**src/rtl/cache_ctrl_pkg.sv**
```systemverilog
// -----------------------------------------------------------------------------
// cache_ctrl_pkg
// Shared types and helpers for the two-way cache controller.
//   cache_state_t : controller FSM state encoding
//   way_t         : index of one cache way
//   NUM_WAYS      : number of ways (2)
//   hit_way_f     : way that hit, way 0 wins on a double match
//   victim_dirty_f: victim way holds valid modified data
// -----------------------------------------------------------------------------
package cache_ctrl_pkg;

    localparam int NUM_WAYS = 2;

    typedef logic [0:0] way_t;

    typedef enum logic [1:0] {
        S_IDLE      = 2'd0,
        S_COMPARE   = 2'd1,
        S_WRITEBACK = 2'd2,
        S_ALLOCATE  = 2'd3
    } cache_state_t;

    // Way 0 has priority if both qualified hit bits are set.
    function automatic way_t hit_way_f(input logic [NUM_WAYS-1:0] hit_vec);
        way_t way;
        if (hit_vec[0]) begin
            way = 1'b0;
        end else begin
            way = 1'b1;
        end
        return way;
    endfunction

    // A victim needs writing back only when it is both valid and dirty.
    function automatic logic victim_dirty_f(input logic [NUM_WAYS-1:0] valid_vec,
                                            input logic [NUM_WAYS-1:0] dirty_vec,
                                            input way_t                way);
        return valid_vec[way] & dirty_vec[way];
    endfunction

endpackage

```
**src/rtl/cache_ctrl_fsm_perf_ctr.sv**
```systemverilog
// -----------------------------------------------------------------------------
// cache_perf_ctr
// Saturating event counter: increments by one on each cycle inc is high and
// sticks at all ones.
//   clk   : clock
//   rst   : asynchronous active-high reset, clears the count
//   inc   : count enable for this cycle
//   count : current count value
// -----------------------------------------------------------------------------
module cache_perf_ctr #(
    parameter int CNT_WIDTH = 32
) (
    input  logic                 clk,
    input  logic                 rst,
    input  logic                 inc,
    output logic [CNT_WIDTH-1:0] count
);

    logic [CNT_WIDTH-1:0] count_q;
    logic [CNT_WIDTH-1:0] count_d;

    // Next count: hold at all ones instead of wrapping.
    always_comb begin
        count_d = count_q;
        if (inc && (count_q != {CNT_WIDTH{1'b1}})) begin
            count_d = count_q + CNT_WIDTH'(1);
        end else begin
            count_d = count_q;
        end
    end

    // Count register.
    always_ff @(posedge clk or posedge rst) begin
        if (rst) begin
            count_q <= {CNT_WIDTH{1'b0}};
        end else begin
            count_q <= count_d;
        end
    end

    assign count = count_q;

endmodule

```
**src/rtl/cache_ctrl_fsm.sv**
```systemverilog
// -----------------------------------------------------------------------------
// cache_ctrl_fsm
// Control FSM of a two-way write-back, write-allocate cache.
// IDLE -> COMPARE on a CPU request; a hit responds in COMPARE, a miss goes
// through WRITEBACK (dirty victim) and/or ALLOCATE (line fill) and re-enters
// COMPARE, which then hits.
//
// Optional feature: define CACHE_PERF_CNT_EN to build saturating hit/miss
// counters; otherwise hit_count/miss_count are constant zero.
//
// Ports
//   clk, rst                    : clock, asynchronous active-high reset
//   mem_read, mem_write         : CPU request strobes (both high = write)
//   mem_resp                    : one-cycle CPU completion pulse
//   hit, valid_out, dirty_out   : per-way tag match / valid / dirty (comb read)
//   lru_out                     : LRU way index
//   pmem_read, pmem_write       : physical memory requests
//   pmem_resp                   : physical memory completion
//   tag_load, valid_load,
//   dirty_load, data_fill       : per-way array load enables
//   valid_in, dirty_in          : values written to valid / dirty arrays
//   data_we                     : per-way CPU write enable
//   lru_load, lru_in            : LRU array update
//   wb_addr_sel                 : selects the victim tag for the pmem address
//   hit_count, miss_count       : performance counters
// -----------------------------------------------------------------------------
import cache_ctrl_pkg::*;

module cache_ctrl_fsm #(
    parameter int CNT_WIDTH = 32
) (
    input  logic                 clk,
    input  logic                 rst,
    input  logic                 mem_read,
    input  logic                 mem_write,
    output logic                 mem_resp,
    input  logic [1:0]           hit,
    input  logic [1:0]           valid_out,
    input  logic [1:0]           dirty_out,
    input  logic                 lru_out,
    output logic                 pmem_read,
    output logic                 pmem_write,
    input  logic                 pmem_resp,
    output logic [1:0]           tag_load,
    output logic [1:0]           valid_load,
    output logic [1:0]           dirty_load,
    output logic [1:0]           data_fill,
    output logic                 valid_in,
    output logic                 dirty_in,
    output logic [1:0]           data_we,
    output logic                 lru_load,
    output logic                 lru_in,
    output logic                 wb_addr_sel,
    output logic [CNT_WIDTH-1:0] hit_count,
    output logic [CNT_WIDTH-1:0] miss_count
);

    cache_state_t state_q;
    cache_state_t state_d;
    way_t         victim_q;
    way_t         victim_d;

    logic       req_s;
    logic       is_write_s;
    logic [1:0] hit_vec_s;
    logic       hit_any_s;
    way_t       hit_way_s;

    assign req_s      = mem_read | mem_write;
    assign is_write_s = mem_write;           // read+write together is a write
    assign hit_vec_s  = hit & valid_out;
    assign hit_any_s  = |hit_vec_s;
    assign hit_way_s  = hit_way_f(hit_vec_s);

    // State and victim registers. Reset returns to IDLE at once, which also
    // forces every decoded output low without waiting for a clock edge.
    always_ff @(posedge clk or posedge rst) begin
        if (rst) begin
            state_q  <= S_IDLE;
            victim_q <= 1'b0;
        end else begin
            state_q  <= state_d;
            victim_q <= victim_d;
        end
    end

    // Next-state and output decode. Outputs are decoded from the current
    // state and the array read data, so a hit responds in the COMPARE cycle.
    always_comb begin
        state_d     = state_q;
        victim_d    = victim_q;
        mem_resp    = 1'b0;
        pmem_read   = 1'b0;
        pmem_write  = 1'b0;
        tag_load    = 2'b00;
        valid_load  = 2'b00;
        dirty_load  = 2'b00;
        data_fill   = 2'b00;
        valid_in    = 1'b0;
        dirty_in    = 1'b0;
        data_we     = 2'b00;
        lru_load    = 1'b0;
        lru_in      = 1'b0;
        wb_addr_sel = 1'b0;

        case (state_q)
            S_IDLE: begin
                if (req_s) begin
                    state_d = S_COMPARE;
                end else begin
                    state_d = S_IDLE;
                end
            end

            S_COMPARE: begin
                if (!req_s) begin
                    // Request withdrawn: abandon quietly.
                    state_d = S_IDLE;
                end else if (hit_any_s) begin
                    mem_resp = 1'b1;
                    lru_load = 1'b1;
                    lru_in   = ~hit_way_s;   // the other way becomes LRU
                    if (is_write_s) begin
                        data_we[hit_way_s]    = 1'b1;
                        dirty_load[hit_way_s] = 1'b1;
                        dirty_in              = 1'b1;
                    end else begin
                        dirty_in = 1'b0;
                    end
                    state_d = S_IDLE;
                end else begin
                    victim_d = lru_out;
                    if (victim_dirty_f(valid_out, dirty_out, lru_out)) begin
                        state_d = S_WRITEBACK;
                    end else begin
                        state_d = S_ALLOCATE;
                    end
                end
            end

            S_WRITEBACK: begin
                pmem_write  = 1'b1;
                wb_addr_sel = 1'b1;
                if (pmem_resp) begin
                    state_d = S_ALLOCATE;
                end else begin
                    state_d = S_WRITEBACK;
                end
            end

            S_ALLOCATE: begin
                pmem_read = 1'b1;
                if (pmem_resp) begin
                    tag_load[victim_q]   = 1'b1;
                    valid_load[victim_q] = 1'b1;
                    dirty_load[victim_q] = 1'b1;
                    data_fill[victim_q]  = 1'b1;
                    valid_in             = 1'b1;
                    dirty_in             = 1'b0;
                    state_d              = S_COMPARE;
                end else begin
                    state_d = S_ALLOCATE;
                end
            end

            default: begin
                state_d = S_IDLE;
            end
        endcase
    end

`ifdef CACHE_PERF_CNT_EN
    // Marks the COMPARE pass that follows a line fill, whose guaranteed hit
    // is not a genuine first-pass hit.
    logic refill_q;
    logic hit_inc_s;
    logic miss_inc_s;

    // Refill flag: high for exactly the COMPARE cycle entered from ALLOCATE.
    always_ff @(posedge clk or posedge rst) begin
        if (rst) begin
            refill_q <= 1'b0;
        end else begin
            refill_q <= (state_q == S_ALLOCATE) && pmem_resp;
        end
    end

    assign hit_inc_s  = (state_q == S_COMPARE) && req_s && hit_any_s && !refill_q;
    assign miss_inc_s = (state_q == S_COMPARE) && req_s && !hit_any_s;

    cache_perf_ctr #(
        .CNT_WIDTH (CNT_WIDTH)
    ) u_hit_ctr (
        .clk   (clk),
        .rst   (rst),
        .inc   (hit_inc_s),
        .count (hit_count)
    );

    cache_perf_ctr #(
        .CNT_WIDTH (CNT_WIDTH)
    ) u_miss_ctr (
        .clk   (clk),
        .rst   (rst),
        .inc   (miss_inc_s),
        .count (miss_count)
    );
`else
    assign hit_count  = {CNT_WIDTH{1'b0}};
    assign miss_count = {CNT_WIDTH{1'b0}};
`endif

endmodule

```
**config.mk**
```make
export PLATFORM = sky130hd
export DESIGN_NAME = cache_ctrl_fsm
export DESIGN_NICKNAME = d
export VERILOG_FILES = /design/src/rtl/cache_ctrl_pkg.sv /design/src/rtl/cache_ctrl_fsm_perf_ctr.sv /design/src/rtl/cache_ctrl_fsm.sv
export SDC_FILE = /design/constraint.sdc
export NUM_CORES = 1
export LEC_CHECK = 0
export ABC_AREA = 1
export BUFFER_PORTS_ARGS = -buffer_cell sky130_fd_sc_hd__clkbuf_2
export CORE_AREA = 10 10 60 62
export CTS_BUF_LIST = sky130_fd_sc_hd__clkbuf_4
export DETAILED_ROUTE_END_ITERATION = 12
export DIE_AREA = 0 0 70 72
export PLACE_DENSITY = 0.81
export SLEW_MARGIN = 20
export SYNTH_ARGS = -nofsm -noshare
export SYNTH_HDL_FRONTEND = slang
export SYNTH_HIERARCHICAL = 1
export SYNTH_SLANG_ARGS = --single-unit
```
**constraint.sdc**
```tcl
create_clock -name clk -period 1.1 [get_ports clk]
set_input_delay 0.165 -clock clk [delete_from_list [all_inputs] [get_ports clk]]
set_output_delay 0.165 -clock clk [all_outputs]
set_load 0.01 [all_outputs]
```
==> results of run 1 <==
-- sequential cells by signal, indices dropped and copies added, names as in the netlist --
signal	count
state_q	2
victim_q	1
-- worst min-delay path by stage --
stage / startpoint / end / slack, ns / depth (start not counted)
final: lru_out / victim_q / 0.22 / 3
after CTS: lru_out / victim_q / 0.21 / 3
after global routing: lru_out / victim_q / 0.24 / 3
after floorplan: rst / state_q[0] / -0.08 / 1
after detailed placement: rst / state_q[1] / 0.02 / 2
after global placement: rst / victim_q / 0.01 / 2
-- final cells by class --
cell class,count,area share [%]
well taps,30,4.161
clock buffers,4,3.329
multi-input cells,104,50.07
repair buffers,37,28.02
flip-flops and latches,3,8.460
inverters,13,5.964
-- cells in the final DEF, fill, tap and decap left out, drive strengths merged, types with 2 or more instances in the layout --
cell type	instances
nand2	20
o21ai	2
buf	23
dfrtp	3
inv	13
clkbuf	17
conb	64
nor2	15
-- power by group through the flow --
stage	clock (W)	combinational (W)	sequential [W]
2_1_floorplan	0	0.000730	0.000217
3_3_place_gp	0	0.000706	0.000224
3_5_place_dp	0	0.000722	0.000231
4_1_cts	0.000226	0.000844	0.000237
5_1_grt	0.000227	0.00116	0.000252
6_report	0.000217	0.00104	0.000243
-- cell families (layout without fill, tap and decap cells) --
kind of cell           after synthesis  count (layout)  synth area share, %
and+or+nand+nor                     37              37                19.25
AOI/OAI and AO/OA                    3               3                2.255
DFF                                  3               3                9.022
buffers and inverters               83              54                69.02
other                                1              64               0.4507
-- what timing repair did --
| item | CTS | global route |
|---|---|---|
| endpoints found under the hold margin | 3 | 0 |
| pin swaps | 3 | 9 |
| hold buffers | 1 | 0 |
| buffers inserted | 4 | 2 |
| endpoints found under the setup margin | 18 | 21 |
| gates resized for setup | 4 | 33 |
-- cells in the mapped netlist --
cell type	n	share of area, %
a21oi_1	1	0.60
nor2_2	2	1.5
buf_4	70	63
o21ai_2	1	1.1
inv_2	1	0.45
nand2_1	18	8.1
nand2_2	2	1.5
inv_1	12	5.4
nor2_1	12	5.4
nor2_4	1	1.4
nand4_1	1	0.75
conb_1	1	0.45
dfrtp_1	3	9.0
nand3_1	1	0.60
o21ai_0	1	0.60
-- metrics by stage --
| step | cell area, um^2 | util [%] | TNS, ns |
|---|---|---|---|
| 4_1_cts | 820.8 | 33.74 | -3.874 |
| 3_3_place_gp | 740.7 | 30.45 | -0.03331 |
| 2_1_floorplan | 1076 | - | -0.02134 |
| 3_5_place_dp | 740.7 | 30.45 | -0.1787 |
| 5_1_grt | 902.1 | 37.09 | -4.601 |
| 6_report | 902.1 | 37.09 | -3.295 |
-- layer usage --
metal	vias to the layer above	track usage [%]	part of all wire [%]
met1	261	5.932	28
met2	53	12.79	55
met4	0	4.605	1.3
li1	309	-	-
met3	2	5.034	16
met5	-	0	0
-- worst min-delay path, cell delays in order --
cell	delay, ns
clkbuf_2	0.10
nand3_1	0.08
nand2_1	0.06
==> flow_summary_export.csv, run 1 <==
group,metric,value,unit
run_status,status,"finished with violations",
run_status,violations,"negative setup slack",
timing,skew,0.003914,ns
global_routing,grt_pass1_wl,3194,um
detailed_routing,dr.pass1.iters,3,
worst_setup_path,cp-startpoint,"state_q[0]",
cts,cts_buffers,3,
floorplanning,die_w,70,um
cts,clock_path_buffers,2,
worst_setup_path,worstPathBufferInverterCount,2,
detailed_routing,drt_iter0_markers,61,
worst_setup_path,rr_endpoint,"victim_q",
worst_setup_path,crit_required,0.94,ns
placement,dp_hpwl,1906,um
global_routing,grt_pass1_vias,724,
detailed_routing,vias,625,
timing,finalWorstSetupSlack,-0.2215,ns
cells_and_area,fill_cells,271,
floorplanning,rows,18,
timing,rsz0062_at_grt,"yes",
worst_setup_path,critPathMaxStageDelay,0.40,ns
worst_setup_path,worstPathArrival,1.16,ns
yosys,synth_area,832.0,um^2
pwr,p_seq_share,16.2,%
worst_setup_path,crit_path_cell_trace,"inv_2 -> nor2_4 -> nand4_1 -> nand2_1 -> buf_2",
timing,holdWs,0.2151,ns
yosys,netlist_instances,127,
timing,hold_violations,0,
timing,min_period_over_period,120.1,%
cells_and_area,seqCellArea,76.32,um^2
yosys,syn_avg_cell_area,6.552,um^2
global_routing,grt_util_all_layers,7.316,%
pwr,p_comb_share,69.3,%
cts,cts-root-buf,"clkbuf_4",
cts,clock-sinks,3,
cells_and_area,multi_input_area,451.7,um^2
global_routing,grt-ovfl-total,0,
timing,slew_violations,0,
detailed_routing,final_antenna_net_count,0,
cts,cts_tree,"built",
detailed_routing,route.detailed.drc,0,
pwr,leakage,0.6146,nW
worst_setup_path,crit_cells,5,
worst_setup_path,worstReg2RegStart,"state_q[1]",
placement,port_buffers,29,
cells_and_area,antenna_cells,0,
pwr,peakVddDrop,0.7277,mV
cts,clk_pin_slew,0.04,ns
timing,max_freq,756.7,MHz
floorplanning,start_util,34.21,%
worst_setup_path,setup.worst_path.start_class,"register",
worst_setup_path,endpoint_kind,"primary output",
cts,htreeDepth,1,
pwr,powerDensity,1661,mW/mm^2
detailed_routing,vias_per_cell,3.272,
pwr,internal_power,0.0007739,W
placement,place_ws,-0.03904,ns
timing,period_minus_slack,1.321,ns
worst_setup_path,reg2reg_depth,7,
worst_setup_path,worstSetupPathType,"register to primary output",
detailed_routing,finalWirelength,2107,um
cells_and_area,area_growth,8.421,%
cells_and_area,fin_cells,191,
yosys,ys_seq_area_share,9.023,%
floorplanning,die_h,72,um
pwr,switching_share,48.36,%
worst_setup_path,path_delay_family,"flip-flops",
placement,place_inst,180,
cells_and_area,nets,174,
yosys,synth_cell_types,15,
pwr,p_clk_share,14.5,%
placement,place.gp.congestion,0.7528,
pwr,p_total,0.001499,W
yosys,synth_seq_cells,3,
floorplanning,die_area,0.005040,mm^2
worst_setup_path,cp-endpoint,"dirty_load[1]",
global_routing,grt_max_degree,5,
worst_hold_path,hp-class,"input pin to register",
timing,setup_viol_count_final,19,
worst_setup_path,crit_fanout,4,
flow_run,maxCapViolations,0,
yosys,ys_warn_count,6,
floorplanning,core,0.002432,mm^2
worst_setup_path,cp_slowest_cell,"dfrtp_1",
pwr,power_switching,0.0007249,W
cells_and_area,drive_above_1_share,37.27,%
floorplanning,io_pins,94,
worst_setup_path,regToRegSetupSlack,-0.03,ns
cts,clk_latency,0.23,ns
global_routing,antenna_found_initial,0,
detailed_routing,post_drt_wl_per_cell,11.03,um
(Power assumes the default switching activity.)
==> run 2: changes to the inputs <==
ABC_AREA = 0   (was 1)
CORE_AREA = 10 10 61 63   (was 10 10 60 62)
DIE_AREA = 0 0 71 73   (was 0 0 70 72)
PLACE_DENSITY = 0.78   (was 0.81)
==> flow_summary_export.csv, run 2 <==
group,metric,value,unit
timing,hold_violations,0,
floorplanning,rows,19,
detailed_routing,vias_per_cell,3.522,
placement,placed_area,840.8,um^2
cts,cts_tree,"built",
cells_and_area,regMostFlops,"state_q",
timing,holdWs,0.2181,ns
cells_and_area,antenna_cells,0,
worst_setup_path,worstSetupPathType,"register to primary output",
yosys,synth_seq_cells,3,
pwr,internal_power,0.001085,W
floorplanning,core,0.002615,mm^2
floorplanning,start_util,32.20,%
floorplanning,io_pins,94,
pwr,p_clk_share,12.4,%
cts,htreeDepth,1,
cells_and_area,nets,164,
yosys,ys_top_cells_by_area,"buf_4 62%, dfrtp_1 8.9%, nand3b_1 2.7%",
detailed_routing,dr.pass1.iters,2,
yosys,synth_mux_area_share,1.783,%
yosys,yosysTopAreaCell,"buf_4",
timing,skew,0.001152,ns
global_routing,antenna_found_initial,0,
cells_and_area,top_regs,"state_q: 2 flops, victim_q: 1 flops",
yosys,synth_xor_area_share,0,%
cells_and_area,stdcell_area,0.001030,mm^2
detailed_routing,vias,641,
detailed_routing,final_antenna_net_count,0,
cells_and_area,area_growth,22.29,%
flow_run,maxCapViolations,0,
worst_setup_path,crit_required,0.94,ns
worst_setup_path,setup.worst_path.start_class,"register",
yosys,yosys.area_share.simple,16.34,%
yosys,synthArstFlopShare,100.0,%
worst_setup_path,regToRegSetupSlack,-0.29,ns
timing,min_period_over_period,139.3,%
pwr,p_seq_share,13.2,%
yosys,syn_avg_cell_area,7.944,um^2
timing,period_minus_slack,1.533,ns
floorplanning,die_h,73,um
cells_and_area,fill_cells,282,
pwr,p_comb_share,74.4,%
placement,place.gp.congestion,0.7907,
pwr,power_switching,0.0007183,W
timing,setup_viol_count_final,21,
yosys,synth_fa_ha_area_share,0,%
worst_setup_path,worstPathArrival,1.37,ns
cts,cts-root-buf,"clkbuf_4",
cts,clk_latency,0.23,ns
pwr,switching_share,39.82,%
global_routing,grt_pass1_vias,716,
global_routing,grt_pass1_wl,3360,um
cells_and_area,final_util,39.38,%
worst_setup_path,endpoint_kind,"primary output",
global_routing,grt-ovfl-total,0,
run_status,violations,"negative setup slack",
placement,dp_hpwl,2092,um
timing,slew_violations,0,
yosys,synth_top_family_by_area,"buffers and inverters",
yosys,synth_area,842.1,um^2
cells_and_area,final_common_cell,"conb_1",
timing,rsz0062_at_grt,"yes",
yosys,yosys_most_used_dff,"dfrtp_1",
detailed_routing,finalWirelength,2404,um
yosys,yosys.area.top_type_share,62.41,%
timing,finalWorstSetupSlack,-0.4326,ns
yosys,netlist_instances,106,
floorplanning,die_w,71,um
pwr,leakage,0.6216,nW
worst_setup_path,crit_fanout,4,
worst_hold_path,hp-class,"input pin to register",
cts,clk_pin_slew,0.04,ns
cts,clock_path_buffers,2,
pwr,powerDensity,1752,mW/mm^2
global_routing,grt_util_all_layers,8.013,%
placement,port_buffers,29,
cells_and_area,final_cell_mix,"64 x conb_1, 13 x clkbuf_2, 13 x buf_6, 13 x buf_4, 8 x buf_2",
yosys,synth-compound-area-share,8.321,%
pwr,p_total,0.001804,W
floorplanning,die_area,0.005183,mm^2
cts,clock-sinks,3,
cells_and_area,drive_above_1_share,47.02,%
yosys,synth_common_cells,"70 x buf_4, 5 x nor2_1, 3 x dfrtp_1, 3 x nand3b_1, 3 x o21ai_0",
detailed_routing,route.detailed.drc,0,
detailed_routing,drt_iter0_markers,14,
yosys,yosysMostFrequentCell,"buf_4",
yosys,ys_warn_count,6,
detailed_routing,post_drt_wl_per_cell,13.21,um
global_routing,grt_max_degree,6,
yosys,ys_seq_area_share,8.915,%
run_status,status,"finished with violations",
yosys,synth_cell_types,24,
pwr,peakVddDrop,1.120,mV
timing,max_freq,652.5,MHz
cells_and_area,largest_reg_flops,2,
yosys,synth-edff-count,0,
cts,cts_buffers,3,
-- run 2: cell types whose count changed in the layout (fill, tap and decap cells not counted), sizes merged, moves of 3 or more --
cell and change:
buf +12, nand2 -18, nand3b +3, inv -12, nor2 -10, and2 +3
-- run 2: cells by family after synthesis --
family                 Yosys count
and+or+nand+nor                 21
DFF                              3
muxes                            1
other                            1
AOI/OAI and AO/OA                8
buffers and inverters           72
-- run 2: power groups by stage --
| stage | registers (W) | clock network, W | logic [W] |
|---|---|---|---|
| 2_1_floorplan | 0.000227 | 0 | 0.000789 |
| 3_3_place_gp | 0.000226 | 0 | 0.000921 |
| 3_5_place_dp | 0.000234 | 0 | 0.000934 |
| 4_1_cts | 0.000227 | 0.000228 | 0.00115 |
| 5_1_grt | 0.000247 | 0.000251 | 0.00144 |
| 6_report | 0.000239 | 0.000223 | 0.00134 |
-- run 2: worst paths after layout --
path                             from             to  depth (start not counted)
max                        state_q[1]  dirty_load[0]                          6
min                           lru_out       victim_q                          2
max reg2reg                state_q[1]       victim_q                          5
min reg2reg                  victim_q       victim_q                          2
max in group asynchronous         rst     state_q[0]                          3
min in group asynchronous         rst       victim_q                          3
-- run 2: final cells by class --
class	count	area, um^2	area share [%]
multi-input cells	94	506.7	49.21
repair buffers	49	374.1	36.33
flip-flops and latches	3	76.32	7.412
well taps	31	38.79	3.767
clock buffers	4	30.03	2.916
inverters	1	3.754	0.3645
-- run 2: metrics by stage --
| step | setup slack, ns | TNS [ns] | cells |
|---|---|---|---|
| CTS | -0.3821 | -5.855 | 181 |
| finish | -0.4326 | -6.144 | 182 |
| detailed placement | -0.1687 | -1.252 | 172 |
| floorplan | -0.1936 | -0.5792 | 169 |
| global placement | -0.1425 | -0.9623 | 172 |
| global route | -0.4893 | -7.448 | 182 |
-- run 2: per-layer routing --
metal / track usage (%) / vias up / part of all wire (%)
met5: 0 / - / 0
met1: 6.417 / 276 / 30
met2: 13.25 / 66 / 48
met3: 7.755 / 6 / 19
li1: - / 293 / -
met4: 3.226 / 0 / 2.8
-- run 2: critical path: stages, from the launching register on --
cell and delay (ns):
dfrtp_1 0.41, buf_4 0.15, buf_6 0.11, buf_6 0.11
o21ai_2 0.11, and2_4 0.16, buf_8 0.09
-- run 2: timing repair --
item / in CTS / in global routing
buffers inserted: 4 / 2
pin swaps: 3 / 2
endpoints found under the setup margin: 20 / 21
hold buffers: 1 / 0
gates resized for setup: 12 / 31
endpoints found under the hold margin: 3 / 0
